[config.mk]
export PLATFORM = sky130hd
export DESIGN_NAME = axi4_mem_ctrl
export DESIGN_NICKNAME = d
export VERILOG_FILES = /design/src/rtl/axi4_mem_ctrl.sv
export SDC_FILE = /design/constraint.sdc
export NUM_CORES = 1
export LEC_CHECK = 0
export CELL_PAD_IN_SITES_DETAIL_PLACEMENT = 1
export CELL_PAD_IN_SITES_GLOBAL_PLACEMENT = 2
export CORE_ASPECT_RATIO = 0.9
export CORE_MARGIN = 1
export CORE_UTILIZATION = 21
export DETAILED_ROUTE_END_ITERATION = 8
export PLACE_DENSITY = 0.83
export REMOVE_ABC_BUFFERS = 1
export SYNTH_ARGS = -nofsm -noshare
export SYNTH_HDL_FRONTEND = slang
export SYNTH_SLANG_ARGS = --single-unit
[constraint.sdc]
create_clock -name clk -period 3.06 [get_ports clk]
set_clock_uncertainty 0.05 [all_clocks]
set_input_delay 0.306 -clock clk [delete_from_list [all_inputs] [get_ports clk]]
set_output_delay 0.306 -clock clk [all_outputs]
set_load 0.05 [all_outputs]
[src/rtl/axi4_mem_ctrl.sv]
// AXI4 slave front-end for a single-port on-chip memory with 1-cycle read
// latency. One burst at a time, round-robin between AW and AR, FIXED/INCR
// bursts, SLVERR for illegal requests and bad write beats.
module axi4_mem_ctrl #(
  parameter int DATA_WIDTH     = 32,
  parameter int ADDR_WIDTH     = 10,
  parameter int DEPTH          = 1024,
  parameter int AXI_ADDR_WIDTH = 16,
  parameter int ID_WIDTH       = 4
) (
  input  logic                      clk,
  input  logic                      rst,
  input  logic [ID_WIDTH-1:0]       awid,
  input  logic [AXI_ADDR_WIDTH-1:0] awaddr,
  input  logic [7:0]                awlen,
  input  logic [2:0]                awsize,
  input  logic [1:0]                awburst,
  input  logic                      awvalid,
  output logic                      awready,
  input  logic [DATA_WIDTH-1:0]     wdata,
  input  logic [DATA_WIDTH/8-1:0]   wstrb,
  input  logic                      wlast,
  input  logic                      wvalid,
  output logic                      wready,
  output logic [ID_WIDTH-1:0]       bid,
  output logic [1:0]                bresp,
  output logic                      bvalid,
  input  logic                      bready,
  input  logic [ID_WIDTH-1:0]       arid,
  input  logic [AXI_ADDR_WIDTH-1:0] araddr,
  input  logic [7:0]                arlen,
  input  logic [2:0]                arsize,
  input  logic [1:0]                arburst,
  input  logic                      arvalid,
  output logic                      arready,
  output logic [ID_WIDTH-1:0]       rid,
  output logic [DATA_WIDTH-1:0]     rdata,
  output logic [1:0]                rresp,
  output logic                      rlast,
  output logic                      rvalid,
  input  logic                      rready,
  output logic                      mem_en,
  output logic                      mem_we,
  output logic [ADDR_WIDTH-1:0]     mem_addr,
  output logic [DATA_WIDTH-1:0]     mem_wdata,
  input  logic [DATA_WIDTH-1:0]     mem_rdata
);

  localparam logic [1:0] BURST_FIXED = 2'b00;
  localparam logic [1:0] BURST_INCR  = 2'b01;
  localparam logic [1:0] RESP_OKAY   = 2'b00;
  localparam logic [1:0] RESP_SLVERR = 2'b10;

  typedef enum logic [2:0] {IDLE, WR_DATA, WR_RESP, RD_ISSUE, RD_DATA} state_t;

  state_t                  state_q;
  logic                    wr_prio_q;
  logic [ID_WIDTH-1:0]     id_q;
  logic [ADDR_WIDTH-1:0]   word_q;
  logic [7:0]              len_q;
  logic [7:0]              cnt_q;
  logic                    fixed_q;
  logic                    req_err_q;   // request itself illegal: suppress all accesses
  logic                    err_q;       // sticky burst error reported in bresp
  logic                    rd_first_q;  // first RD_DATA cycle: memory output is live
  logic [DATA_WIDTH-1:0]   rdata_q;

  logic w_fire;
  logic strb_full;
  logic is_last;
  logic wr_ok;

  // Illegal request: wrong size, WRAP/reserved burst, misaligned, out of range.
  function automatic logic req_err(input logic [AXI_ADDR_WIDTH-1:0] addr,
                                   input logic [7:0] len,
                                   input logic [2:0] size,
                                   input logic [1:0] burst);
    logic [31:0] last_word;
    last_word = 32'(addr[ADDR_WIDTH+1:2]) + 32'(len);
    req_err = (size != 3'd2) ||
              (burst != BURST_FIXED && burst != BURST_INCR) ||
              (addr[1:0] != 2'b00) ||
              ((addr >> (ADDR_WIDTH + 2)) != '0) ||
              (burst == BURST_INCR && last_word > 32'(DEPTH - 1));
  endfunction

  assign awready   = (state_q == IDLE) && awvalid && (!arvalid || wr_prio_q);
  assign arready   = (state_q == IDLE) && arvalid && (!awvalid || !wr_prio_q);
  assign wready    = (state_q == WR_DATA);
  assign w_fire    = wvalid && wready;
  assign strb_full = &wstrb;
  assign is_last   = (cnt_q == len_q);
  assign wr_ok     = w_fire && !req_err_q && strb_full;

  assign mem_en    = wr_ok || ((state_q == RD_ISSUE) && !req_err_q);
  assign mem_we    = wr_ok;
  assign mem_addr  = word_q;
  assign mem_wdata = wdata;

  assign bvalid = (state_q == WR_RESP);
  assign bid    = id_q;
  assign bresp  = err_q ? RESP_SLVERR : RESP_OKAY;

  assign rvalid = (state_q == RD_DATA);
  assign rid    = id_q;
  assign rdata  = req_err_q ? '0 : (rd_first_q ? mem_rdata : rdata_q);
  assign rresp  = req_err_q ? RESP_SLVERR : RESP_OKAY;
  assign rlast  = is_last;

  // Transaction FSM: arbitration, request latching, beat counting.
  always_ff @(posedge clk) begin
    if (rst) begin
      state_q    <= IDLE;
      wr_prio_q  <= 1'b1;
      cnt_q      <= '0;
      err_q      <= 1'b0;
      rd_first_q <= 1'b0;
    end else begin
      rd_first_q <= (state_q == RD_ISSUE);
      case (state_q)
        IDLE: begin
          if (awvalid && awready) begin
            id_q      <= awid;
            word_q    <= awaddr[ADDR_WIDTH+1:2];
            len_q     <= awlen;
            fixed_q   <= (awburst == BURST_FIXED);
            req_err_q <= req_err(awaddr, awlen, awsize, awburst);
            err_q     <= req_err(awaddr, awlen, awsize, awburst);
            cnt_q     <= '0;
            wr_prio_q <= 1'b0;
            state_q   <= WR_DATA;
          end else if (arvalid && arready) begin
            id_q      <= arid;
            word_q    <= araddr[ADDR_WIDTH+1:2];
            len_q     <= arlen;
            fixed_q   <= (arburst == BURST_FIXED);
            req_err_q <= req_err(araddr, arlen, arsize, arburst);
            err_q     <= req_err(araddr, arlen, arsize, arburst);
            cnt_q     <= '0;
            wr_prio_q <= 1'b1;
            state_q   <= RD_ISSUE;
          end
        end
        WR_DATA: begin
          if (w_fire) begin
            if (!strb_full || (wlast != is_last)) err_q <= 1'b1;
            if (is_last) begin
              state_q <= WR_RESP;
            end else begin
              cnt_q <= cnt_q + 8'd1;
              if (!fixed_q) word_q <= word_q + ADDR_WIDTH'(1);
            end
          end
        end
        WR_RESP: begin
          if (bready) state_q <= IDLE;
        end
        RD_ISSUE: begin
          state_q <= RD_DATA;
        end
        RD_DATA: begin
          if (rready) begin
            if (is_last) begin
              state_q <= IDLE;
            end else begin
              cnt_q   <= cnt_q + 8'd1;
              if (!fixed_q) word_q <= word_q + ADDR_WIDTH'(1);
              state_q <= RD_ISSUE;
            end
          end
        end
        default: state_q <= IDLE;
      endcase
    end
  end

  // Hold the read word so rdata stays stable while rready is low.
  always_ff @(posedge clk) begin
    if (rd_first_q) rdata_q <= mem_rdata;
  end

endmodule
==> reports/metrics.csv <==
metric,value,unit
Critical Path RT,2.70,ns
TritonCTS Buffers,9,
Die Area,0.0202,mm²
clock-pin slew on the worst setup and hold paths,0.06,ns
Synth-to-Final Area Change,48.8,%
CP Cell Sequence,inv_1 > nor3_1 > clkdlybuf4s50_1,
adder-cell share of the synthesized area,5.83,%
Final min period,2.75,ns
routed len/inst,17.8,µm
Cells after Synth,426,
Leak,2.31,nW
Worst Path Buf+Inv,2,
Avg Inst Size Synth,9.67,µm²
first-pass GRT wire length,21800,µm
CTS Root Cell,clkbuf_16,
CP startpoint kind,flop,
Post-CTS Setup Repair Bufs,0,
Clock H-tree levels,3,
"Max stage delay cell, worst path",clkdlybuf4s50_1,
endpoint class of the critical path,output port,
Post-Synth Simple-Gate Area,20.4,%
vias in the first global route,3918,
Pins Over Slew Limit,0,
Worst Path Arrival,2.39,ns
status,"complete, no violations",
drc violations,0,
"non-filler cells, final",811,
nets,717,
initial core utilization,21.4,%
overflow left after global routing,0,
share of layout cells above drive strength 1,12.8,%
largest net degree at the start of global routing,35,
CP top delay family,buffers and inverters,
number of diodes,0,
HP Class,flop to flop,
max incr delay on CP,0.92,ns
global-route usage over all layers,14.3,%
sequential share of the synthesized area,39.8,%
initial antenna violation count,0,
clk sinks,70,
Synth Register Bits,70,
Die Ht,135,µm
DR vias,3639,
XOR/XNOR Fraction of Synth Area,3.61,%
HPWL after detailed placement,11500,µm
DRT iter0 DRCs,138,
WHS,0.419,ns
actual slew at the worst max-slew pin,1.14,ns
Max-slew headroom,23.4,%
synth warn,0,
final-report hold violation count,0,
met3 Use GR,5.71,%
I/O Buffers,169,
DRT antenna net count,0,
post-route clock period utilization,89.7,%
Synth Flop Type,dfxtp_1,
First-pass DRT Iterations,4,
area of the multi-input gates,0.00206,mm²
row cnt,48,
Top Ports,236,
Netlist cell types,58,
CTS tree,yes,
Max-cap violations,0,
Post-synth ARST share,0,%
largest family of logic cells by synthesized area,simple AND/OR/NAND/NOR gates,
GRT busiest layer,met2,
RSZ-0062 raised after global routing,no,
Clock Path Buffers,2,
via density per instance,4.49,
WL final,14400,µm
CORE AREA,0.0192,mm²
Power Density,602,mW/mm²
maximum VDD drop,214,µV
met1 Usage GRT,16.7,%
Synth Area in Compound Gates,8.68,%
placed cells,796,
Setup Viol. Count Final,0,
fmax,364,MHz
met2 Usage GRT,23.6,%
Setup CP Type,flop to output port,
gpl congestion,0.865,
"EDFF count, synth",24,
final-layout fill cell count,2176,
Post-Synthesis Cell Area,0.00412,mm²
crit-path max FO,13,
storage element area,0.00164,mm²
die width,150,µm
final core utilization,31.9,%
Tot Pwr,3.69,mW
clk_lat worst skew,0.34,ns
mux contribution to synthesized area,11.2,%
==> cell usage in the layout (no fill, tap or decap), types with 3 or more instances in the layout <==
cell type          n
clkdlybuf4s50_1  165
nand2_1           56
dfxtp_1           46
mux2_2            33
nor2b_1           32
edfxtp_1          24
a21oi_1           16
ha_1              16
nor2_1            15
o21ai_0           11
nand3_1           10
xor2_1            10
clkbuf_16         10
mux2i_1            9
buf_4              8
xnor2_1            7
o21ai_1            6
inv_1              5
nand4_1            5
or3_2              5
nor3_1             4
nand4b_1           4
a211o_1            4
nand2b_1           3
nor4_1             3
a31oi_1            3
or3_1              3
==> power breakdown <==
part           leakage, nW  internal [mW]  switching (mW)
combinational         1.56          0.580           0.618
sequential           0.606           1.26           0.107
clock                0.153          0.721           0.403
total                 2.31           2.57            1.13
==> per-stage QoR <==
stage | cell area [µm²] | setup slack (ns) | TNS [ns]
2_1_floorplan | 3720 | -0.273 | -0.273
3_3_place_gp | 5810 | 0.582 | 0
3_5_place_dp | 5810 | 0.519 | 0
4_1_cts | 6130 | 0.0412 | 0
5_1_grt | 6130 | 0.174 | 0
6_report | 6130 | 0.315 | 0
==> flip-flops by register name (all words and copies together), names as in the netlist <==
signal and count:
rd_first_q 1, err_q 1, wr_prio_q 1, fixed_q 1, mem_addr 10, len_q 8, rdata_q 32, cnt_q 8
req_err_q 1, bid 4, state_q 3
==> final timing paths <==
| kind | start | end | cells past startpoint | slack (ns) |
|---|---|---|---|---|
| worst max-delay path | state_q[0] | wready | 3 | 0.31 |
| worst min-delay path | rdata_q[0] | rdata_q[0] | 1 | 0.42 |
| worst max register to register | state_q[0] | mem_addr[1] | 5 | 0.82 |
| worst min register to register | rdata_q[0] | rdata_q[0] | 1 | 0.42 |
==> metal layers <==
layer / routed length [µm] / part of all wire, %
met1: 6020 / 42
met2: 7010 / 49
met3: 1190 / 8.3
met4: 184 / 1.3
met5: 0 / 0
==> worst register-to-register path, cell delays in order (launching register included) <==
cell	delay [ns]
dfxtp_1	0.59
and3b_1	0.22
a211oi_1	0.05
a311o_2	0.49
a211oi_1	0.28
buf_4	0.25
==> Yosys cell counts (3+ instances only) <==
| cell type | number | area, µm² |
|---|---|---|
| xnor2_1 | 7 | 61.3 |
| inv_1 | 5 | 18.8 |
| o21ai_1 | 6 | 30.0 |
| xor2_1 | 10 | 87.6 |
| nor3_1 | 4 | 20.0 |
| buf_1 | 5 | 18.8 |
| ha_1 | 16 | 200 |
| a211o_1 | 4 | 35.0 |
| dfxtp_1 | 46 | 921 |
| edfxtp_1 | 24 | 721 |
| clkbuf_1 | 7 | 26.3 |
| o21ai_0 | 11 | 55.1 |
| nand4_1 | 5 | 31.3 |
| nand3_1 | 10 | 50.1 |
| buf_6 | 3 | 33.8 |
| nor2_1 | 15 | 56.3 |
| or3_2 | 5 | 37.5 |
| nand2_1 | 56 | 210 |
| nor2b_1 | 32 | 200 |
| mux2_2 | 33 | 372 |
| nand2b_1 | 3 | 18.8 |
| a31oi_1 | 3 | 18.8 |
| or3_1 | 3 | 18.8 |
| nor4_1 | 3 | 18.8 |
| nand4b_1 | 4 | 35.0 |
| a21oi_1 | 16 | 80.1 |
| mux2i_1 | 9 | 90.1 |
| buf_4 | 40 | 300 |
==> cell families (layout without fill, tap and decap cells) <==
kind of cell	count (synthesis)	count (layout)
multiplexers	42	42
AND/OR/NAND/NOR	157	157
buffers and inverters	64	198
other	1	2
AO/OA/AOI/OAI	57	57
XOR/XNOR	17	17
adder cells (fa/ha/maj)	18	18
flip-flops	70	70
==> cell type report <==
class | instances | area share (%)
clock buffers | 13 | 4.59
clock inverters | 2 | 0.612
inverters | 6 | 0.367
multi-input cells | 293 | 33.6
flip-flops and latches | 70 | 26.8
well taps | 250 | 5.10
repair buffers | 177 | 29.0
==> what timing repair did <==
| item | 4_1_cts | 5_1_grt |
|---|---|---|
| hold buffers | 0 | 0 |
| setup endpoints to repair | 0 | 2 |
| resized for setup | 0 | 2 |
Power figures use the tool's default switching activity.
